## config.mk

```make
export PLATFORM = sky130hd
export DESIGN_NAME = prog_timer
export DESIGN_NICKNAME = d
export VERILOG_FILES = /design/src/rtl/timer_pkg.sv /design/src/rtl/timer_channel.sv /design/src/rtl/prog_timer.sv
export SDC_FILE = /design/constraint.sdc
export NUM_CORES = 1
export LEC_CHECK = 0
export BUFFER_PORTS_ARGS = -buffer_cell sky130_fd_sc_hd__buf_2
export CAP_MARGIN = 30
export CELL_PAD_IN_SITES_DETAIL_PLACEMENT = 1
export CELL_PAD_IN_SITES_GLOBAL_PLACEMENT = 1
export CORE_UTILIZATION = 43
export CTS_CLUSTER_SIZE = 30
export DETAILED_ROUTE_END_ITERATION = 12
export PLACE_DENSITY = 0.81
export SYNTH_ARGS = -nofsm -noshare
export SYNTH_HDL_FRONTEND = slang
export SYNTH_SLANG_ARGS = --single-unit
```

## constraint.sdc

```tcl
create_clock -name clk -period 2.09 [get_ports clk]
set_input_delay 0.209 -clock clk [delete_from_list [all_inputs] [get_ports clk]]
set_output_delay 0.209 -clock clk [all_outputs]
set_load 0.02 [all_outputs]
```

## src/rtl/timer_pkg.sv

```systemverilog
// Shared types for the programmable timer.
// Channel state encoding and mode constants.
package timer_pkg;

    typedef enum logic {
        IDLE = 1'b0,
        RUN  = 1'b1
    } state_t;

    localparam logic MODE_PERIODIC = 1'b0;
    localparam logic MODE_ONESHOT  = 1'b1;

endpackage

```

## src/rtl/timer_channel.sv

```systemverilog
// One timer channel: final/mode registers, count and IDLE/RUN state.
// Expiry compares against the configuration held before the current edge.
module timer_channel
    import timer_pkg::*;
#(
    parameter int WIDTH = 8
) (
    input  logic             clk,
    input  logic             reset_n,
    input  logic             tick,
    input  logic             cfg_we,
    input  logic [WIDTH-1:0] cfg_final,
    input  logic             cfg_oneshot,
    input  logic             start,
    input  logic             stop,
    output logic [WIDTH-1:0] count,
    output logic             busy,
    output logic             done
);

    state_t           state;
    logic [WIDTH-1:0] final_q;
    logic             mode;

    assign busy = (state == RUN);

    // Configuration, state, count and expiry pulse; stop beats start and expiry.
    always_ff @(posedge clk) begin
        if (!reset_n) begin
            state   <= IDLE;
            count   <= '0;
            done    <= 1'b0;
            final_q <= '1;
            mode    <= MODE_PERIODIC;
        end else begin
            done <= 1'b0;
            if (cfg_we) begin
                final_q <= cfg_final;
                mode    <= cfg_oneshot;
            end
            case (state)
                IDLE: begin
                    if (start && !stop) begin
                        state <= RUN;
                        count <= '0;
                    end
                end
                RUN: begin
                    if (stop) begin
                        state <= IDLE;
                    end else if (start) begin
                        count <= '0;
                    end else if (tick) begin
                        if (count >= final_q) begin
                            count <= '0;
                            done  <= 1'b1;
                            if (mode == MODE_ONESHOT) begin
                                state <= IDLE;
                            end
                        end else begin
                            count <= count + 1'b1;
                        end
                    end
                end
                default: state <= IDLE;
            endcase
        end
    end

endmodule

```

## src/rtl/prog_timer.sv

```systemverilog
// Multi-channel programmable timer with a shared prescaler tick.
// Config writes are decoded here and steered to one channel.
module prog_timer
    import timer_pkg::*;
#(
    parameter  int WIDTH    = 8,
    parameter  int CHANNELS = 4,
    parameter  int PRESCALE = 1,
    localparam int CW = (CHANNELS > 1) ? $clog2(CHANNELS) : 1,
    localparam int PW = (PRESCALE > 1) ? $clog2(PRESCALE) : 1
) (
    input  logic                      clk,
    input  logic                      reset_n,
    input  logic                      cfg_we,
    input  logic [CW-1:0]             cfg_ch,
    input  logic [WIDTH-1:0]          cfg_final,
    input  logic                      cfg_oneshot,
    input  logic [CHANNELS-1:0]       start,
    input  logic [CHANNELS-1:0]       stop,
    output logic [CHANNELS*WIDTH-1:0] count,
    output logic [CHANNELS-1:0]       busy,
    output logic [CHANNELS-1:0]       done
);

    logic [PW-1:0]       pre;
    logic                tick;
    logic [CHANNELS-1:0] ch_we;

    assign tick = (pre == PW'(PRESCALE - 1));

    // Free-running prescaler, wraps at PRESCALE-1; never resynchronised by start.
    always_ff @(posedge clk) begin
        if (!reset_n) begin
            pre <= '0;
        end else if (tick) begin
            pre <= '0;
        end else begin
            pre <= pre + 1'b1;
        end
    end

    // Write-enable decode; out-of-range channel indices select nothing.
    always_comb begin
        ch_we = '0;
        for (int i = 0; i < CHANNELS; i++) begin
            ch_we[i] = cfg_we && (int'(cfg_ch) == i);
        end
    end

    for (genvar i = 0; i < CHANNELS; i++) begin : g_ch
        timer_channel #(
            .WIDTH(WIDTH)
        ) u_ch (
            .clk        (clk),
            .reset_n    (reset_n),
            .tick       (tick),
            .cfg_we     (ch_we[i]),
            .cfg_final  (cfg_final),
            .cfg_oneshot(cfg_oneshot),
            .start      (start[i]),
            .stop       (stop[i]),
            .count      (count[i*WIDTH +: WIDTH]),
            .busy       (busy[i]),
            .done       (done[i])
        );
    end

endmodule

```

==> results of run 1 <==
-- cell usage in the layout (no fill, tap or decap), types with 2 or more instances in the layout --
cell type / n
a211oi_4: 2
nor4b_1: 2
and3_1: 10
a31oi_1: 14
o211ai_1: 30
nand4_1: 11
nor2b_1: 6
a211oi_2: 4
ha_1: 34
nor2_1: 22
nand3_1: 16
a21o_1: 3
a31o_2: 2
nor3_1: 3
buf_4: 23
or2_2: 4
dfxtp_1: 74
nand3b_1: 12
clkinv_2: 3
dfxtp_2: 3
or3_1: 6
a21oi_1: 19
a211oi_1: 7
buf_2: 62
nand4b_1: 4
clkinvlp_4: 2
nand2_1: 80
o221ai_1: 2
nor3b_2: 2
o21ai_0: 9
inv_1: 40
o311ai_4: 2
a311oi_1: 8
o22ai_1: 3
ha_4: 2
o21ai_2: 2
clkbuf_8: 9
-- worst paths after layout --
| path | from | to | depth (start not counted) |
|---|---|---|---|
| worst max-delay path | g_ch[3].u_ch.final_q[7] | g_ch[3].u_ch.count[0] | 7 |
| worst min-delay path | stop[3] | g_ch[3].u_ch.busy | 2 |
| worst max register to register | g_ch[3].u_ch.final_q[7] | g_ch[3].u_ch.count[0] | 7 |
| worst min register to register | g_ch[3].u_ch.mode | g_ch[3].u_ch.mode | 2 |
-- timing repair --
item | 4_1_cts | 5_1_grt
resized for setup | 0 | 17
endpoints found under the hold margin | 0 | 0
setup endpoints to repair | 4 | 23
pin swaps | 1 | 11
setup buffers | 0 | 2
gates cloned | 0 | 2
-- cells by family (layout without fill, tap and decap cells) --
group | count (synthesis) | after routing | share of synthesized area [%]
buffers and inverters | 66 | 141 | 7.074
DFF | 77 | 77 | 37.09
adders and majority gates | 36 | 36 | 10.84
and+or+nand+nor | 186 | 186 | 22.49
xor gates and xnor gates | 1 | 1 | 0.2108
AOI/OAI and AO/OA | 121 | 122 | 22.22
other | 1 | 1 | 0.09022
-- state kept, by name, indices dropped and copies added, names as in the netlist --
signal	count
g_ch.u_ch.done	4
g_ch.u_ch.mode	4
g_ch.u_ch.final_q	32
g_ch.u_ch.busy	4
pre	1
g_ch.u_ch.count	32
-- layout make-up --
class                   instances  area [um2]
flip-flops and latches         77        1545
repair buffers                 86       494.2
clock inverters                 5       30.03
well taps                     129       161.4
inverters                      41       153.9
clock buffers                   9       123.9
multi-input cells             346        2437
fillers                      1168        4338
-- synthesized netlist by cell type, drive strengths merged, types with 2 or more instances --
master,instances,area share (%)
or2,4,0.60
dfxtp,77,37
clkbuf,13,1.2
inv,40,3.6
nand2,80,7.2
nor3b,2,0.60
a221oi,2,0.57
nand4b,4,0.84
nor4b,2,0.42
a31o,2,0.42
o211ai,30,5.4
o21ai,12,1.5
nor3,4,0.48
o22ai,4,0.60
a31oi,14,2.1
a311oi,9,1.9
nor2b,7,1.1
ha,36,11
a21o,3,0.54
nand3b,12,2.2
nand4,11,1.7
nor2,22,2.0
or3,6,0.90
nand3,16,1.9
buf,12,2.2
and3,11,1.8
o221ai,2,0.42
a211oi,13,3.1
a21oi,20,2.4
-- critical path, stage by stage (launching register included) --
cell and delay (ns):
dfxtp_1 0.31, inv_1 0.08, ha_4 0.30, and3_4 0.20
o211ai_1 0.24, o311ai_4 0.41, nor2_1 0.13, a31o_2 0.27
-- power breakdown --
group / switching, mW / internal (mW)
combinational: 0.187 / 0.0993
clock: 0.569 / 0.412
sequential: 0.0196 / 1.51
-- metrics by stage --
step                hold WS (ns)  area (um2)
global placement          0.4097        4649
floorplan                 0.2818        4158
finish                   0.05018        4946
CTS                      0.04647        4803
detailed placement        0.4240        4649
global route             0.04631        4946
-- per-layer routing --
metal | up-vias | global-route usage, %
met2 | 65 | 42.57
met3 | 27 | 3.203
li1 | 1907 | -
met4 | 0 | 9.699
met1 | 1935 | 29.69
met5 | - | 0
==> flow_summary_export.csv, run 1 <==
group,metric,value,unit
critical_path,required,2.34,ns
global_routing,grt_use_total,24.15,%
place,hpwlAfterDp,8641,um
sta,fin_ws,0.04439,ns
drt,totalWireLength,12090,um
sta,final_max_slew_viol_count,0,
drt,wl_met1,5407,um
sta,worst_pin_slew,0.5808,ns
finish,stdcell_count,693,
die,dieHeight,100.3,um
critical_path,worstSetupPathType,"flip-flop to flip-flop",
clock_network,clock_latency,0.36,ns
sta,slew_headroom,61.11,%
finish,final_layout_size_suffix_gt1_share,24.11,%
drt,wire_per_inst,17.45,um
sta,fin_worst_skew,0.01253,ns
synthesis,synth_flop_cell,"dfxtp_1",
synthesis,synth-seq-area-share,37.09,%
drt,num_vias,3934,
finish,area_delta_synth_final,18.99,%
worst_hold_path,hp-class,"input pin to flip-flop",
global_routing,antenna_found_initial,0,
place,dp_worst_setup_slack,0.0002831,ns
clock_network,tritoncts,"done",
global_routing,grt_overflow,0,
clock_network,cts_hold_buf,0,
place,port_buffers,61,
clock_network,cts_sinks,77,
synthesis,synthDistinctLibCells,56,
synthesis,async_flop_share,0,%
clock_network,clk_pin_slew,0.08,ns
power,power.ir.vdd_worst,0.0003458,V
drt,drt-pass1-iter-count,4,
critical_path,rrSetupSlack,0.04,ns
synthesis,synth-seq-cells,77,
place,gp_congestion,0.8554,
global_routing,grt_pass1_wl,19150,um
finish,postLayoutCoreUtil,53.27,%
clock_network,clockBufferDepth,2,
global_routing,grt_pass1_vias,3899,
drt,routed.top_layer,"met4",
sta,fin_tns_setup,0,ns
die,core_area,9284,um2
synthesis,synth_edf_count,0,
critical_path,cp-end-kind,"flip-flop",
drt,wl_met2,6076,um
drt,via_per_inst,5.677,
sta,setup_viol,0,
synthesis,avgSynthCellArea,8.517,um2
sta,hold_violations,0,
die,top_level_ports,62,
critical_path,crit_arrival,2.29,ns
synthesis,synth_nets,546,
sta,max_freq,488.9,MHz
power,powerDensity,564.5,nW/um2
die,initial_core_util,44.77,%
drt,drt_iter0_markers,84,
synthesis,yosysWarnings,0,
drt,dr_wl_met3,312,um
critical_path,cp-start-kind,"flip-flop",
power,p_leak,2.223,nW
synthesis,synthCells,488,
outcome,status,"completed",
die,num_rows,35,
run,maxCapViolCount,0,
drt,drc_errors,0,
die,fp.dieW,100.3,um
sta,min_period,2.046,ns
finish,antenna_cells,0,
global_routing,grt_start_max_net_pins,37,
clock_network,htreeDepth,3,
synthesis,syn-cell-area,4156,um2
power,total_power,2.792,mW
place,placed_cells,675,
sta,timing.final.crit_share,97.88,%
clock_network,root_buffer,"clkbuf_8",
critical_path,crit_fanout,5,
drt,ant_nets,0,
clock_network,cts_buffers,9,
finish,final_nets,619,
die,die_area,10060,um2
No activity file was read; power rests on OpenSTA's default activity.
==> inputs of run 2 (changes only) <==
==> constraint.sdc (replaced) <==
create_clock -name clk -period 2.09 [get_ports clk]
set_input_delay 0.209 -clock clk [delete_from_list [all_inputs] [get_ports clk]]
set_output_delay 0.209 -clock clk [all_outputs]
set_load 0.01 [all_outputs]
==> flow_summary_export.csv, run 2 (synthesis gave the netlist of run 1 again) <==
group,metric,value,unit
global_routing,grt_pass1_wl,18620,um
critical_path,cpPeakStageDelay,0.40,ns
critical_path,cp-startpoint,"g_ch[3].u_ch.final_q[7]",
finish,area_delta_synth_final,19.69,%
critical_path,worstSetupPathType,"flip-flop to flip-flop",
die,core_area,9284,um2
drt,drt-pass1-iter-count,4,
global_routing,grt_pass1_vias,3911,
critical_path,cp_slowest_cell,"o311ai_4",
clock_network,htreeDepth,3,
finish,layout_common_cells,"nand2_1, dfxtp_1, buf_2, inv_1, ha_1",
clock_network,clk_pin_slew,0.08,ns
run,maxCapViolCount,0,
drt,num_vias,3913,
sta,timing.final.crit_share,94.66,%
global_routing,grt_use_total,23.78,%
finish,final_layout_size_suffix_gt1_share,23.63,%
sta,final_max_slew_viol_count,0,
clock_network,clockBufferDepth,2,
sta,worst_pin_slew,0.5234,ns
power,total_power,2.926,mW
sta,max_freq,505.4,MHz
critical_path,crit_arrival,2.23,ns
global_routing,grt_start_max_net_pins,37,
sta,whs,0.05078,ns
clock_network,clock_latency,0.35,ns
finish,final_common_cell,"nand2_1",
die,num_rows,35,
finish,final_nets,622,
drt,wire_per_inst,17.00,um
critical_path,path_cells,"inv_1 -> ha_4 -> and3_4 -> o211ai_1 -> o311ai_4 -> nor2_1 -> a41o_1",
finish,antenna_cells,0,
die,top_level_ports,62,
outcome,status,"completed",
clock_network,cts_buffers,9,
drt,drc_errors,0,
power,power.ir.vdd_worst,0.0003119,V
place,hpwlAfterDp,8529,um
drt,ant_nets,0,
power,p_leak,2.249,nW
drt,totalWireLength,11830,um
worst_hold_path,min_from,"stop[3]",
finish,multi_input_area,2410,um2
finish,seqCellArea,1545,um2
sta,fin_worst_skew,0.009810,ns
die,fp.dieW,100.3,um
finish,reg_top3,"g_ch.u_ch.count x32, g_ch.u_ch.final_q x32",
drt,via_per_inst,5.622,
die,dieHeight,100.3,um
sta,slew_headroom,64.95,%
place,port_buffers,61,
sta,hold_violations,0,
critical_path,crit_fanout,5,
sta,setup_viol,0,
power,powerDensity,588.3,nW/um2
finish,fillerInstances,1158,
critical_path,required,2.34,ns
clock_network,tritoncts,"done",
place,gp_congestion,0.8130,
critical_path,worstReg2RegStart,"g_ch[3].u_ch.final_q[7]",
critical_path,cp-start-kind,"flip-flop",
clock_network,root_buffer,"clkbuf_8",
clock_network,cts_sinks,77,
critical_path,cp-end-kind,"flip-flop",
drt,drt_iter0_markers,73,
sta,min_period,1.978,ns
global_routing,grt_overflow,0,
worst_hold_path,hp-class,"input pin to flip-flop",
global_routing,antenna_found_initial,0,
die,die_area,10060,um2
die,initial_core_util,44.77,%
==> run 2: timing repair <==
action | CTS | global route
setup buffers | 0 | 4
hold buffers | 0 | 0
endpoints found under the setup margin | 0 | 17
resized for setup | 0 | 13
==> run 2: path summary, 6_finish.rpt <==
check | to | slack [ns] | depth (start not counted)
hold / removal | g_ch[3].u_ch.busy | 0.05 | 2
setup / recovery | g_ch[3].u_ch.count[7] | 0.11 | 7
hold reg to reg | g_ch[3].u_ch.mode | 0.48 | 2
setup reg to reg | g_ch[3].u_ch.count[7] | 0.11 | 7
==> run 2: where the power goes <==
group / switching, mW / internal, mW
registers: 0.0196 / 1.51
logic: 0.179 / 0.0985
clock network: 0.555 / 0.569
total: 0.753 / 2.17
==> run 2: critical path, delay by kind of cell (launching register included) <==
family | cells | cell delay (ns)
buffers and inverters | 1 | 0.07
flip-flops | 1 | 0.31
AO/OA/AOI/OAI | 3 | 0.86
AND/OR/NAND/NOR | 2 | 0.33
adder cells (fa/ha/maj) | 1 | 0.29
==> run 2: routing by layer <==
| layer | track usage, % | vias up | share of wire, % | wire (um) |
|---|---|---|---|---|
| li1 | - | 1913 | - | - |
| met1 | 28.35 | 1895 | 45 | 5299 |
| met2 | 41.83 | 84 | 50 | 5874 |
| met3 | 3.482 | 21 | 3.3 | 393 |
| met4 | 11.48 | 0 | 2.2 | 265 |
| met5 | 0 | - | 0 | 0 |
==> run 2: area by class of cell <==
cell class / count / area share (%)
Multi-Input combinational cell: 346 / 48.44
Sequential cell: 77 / 31.06
Timing Repair Buffer: 89 / 10.39
Tap cell: 129 / 3.244
Inverter: 41 / 3.094
Clock buffer: 10 / 2.767
Clock inverter: 4 / 1.006
==> run 2: metrics by stage <==
stage	worst slack, ns	utilization, %	instances	setup TNS [ns]	area (um2)
2_1_floorplan	0.06873	-	488	0	4156
3_3_place_gp	0.1119	50.15	676	0	4656
3_5_place_dp	0.01466	50.15	676	0	4656
4_1_cts	0.001871	52.17	690	0	4843
5_1_grt	-0.02285	53.58	696	-0.02285	4975
6_report	0.1115	53.58	696	0	4975
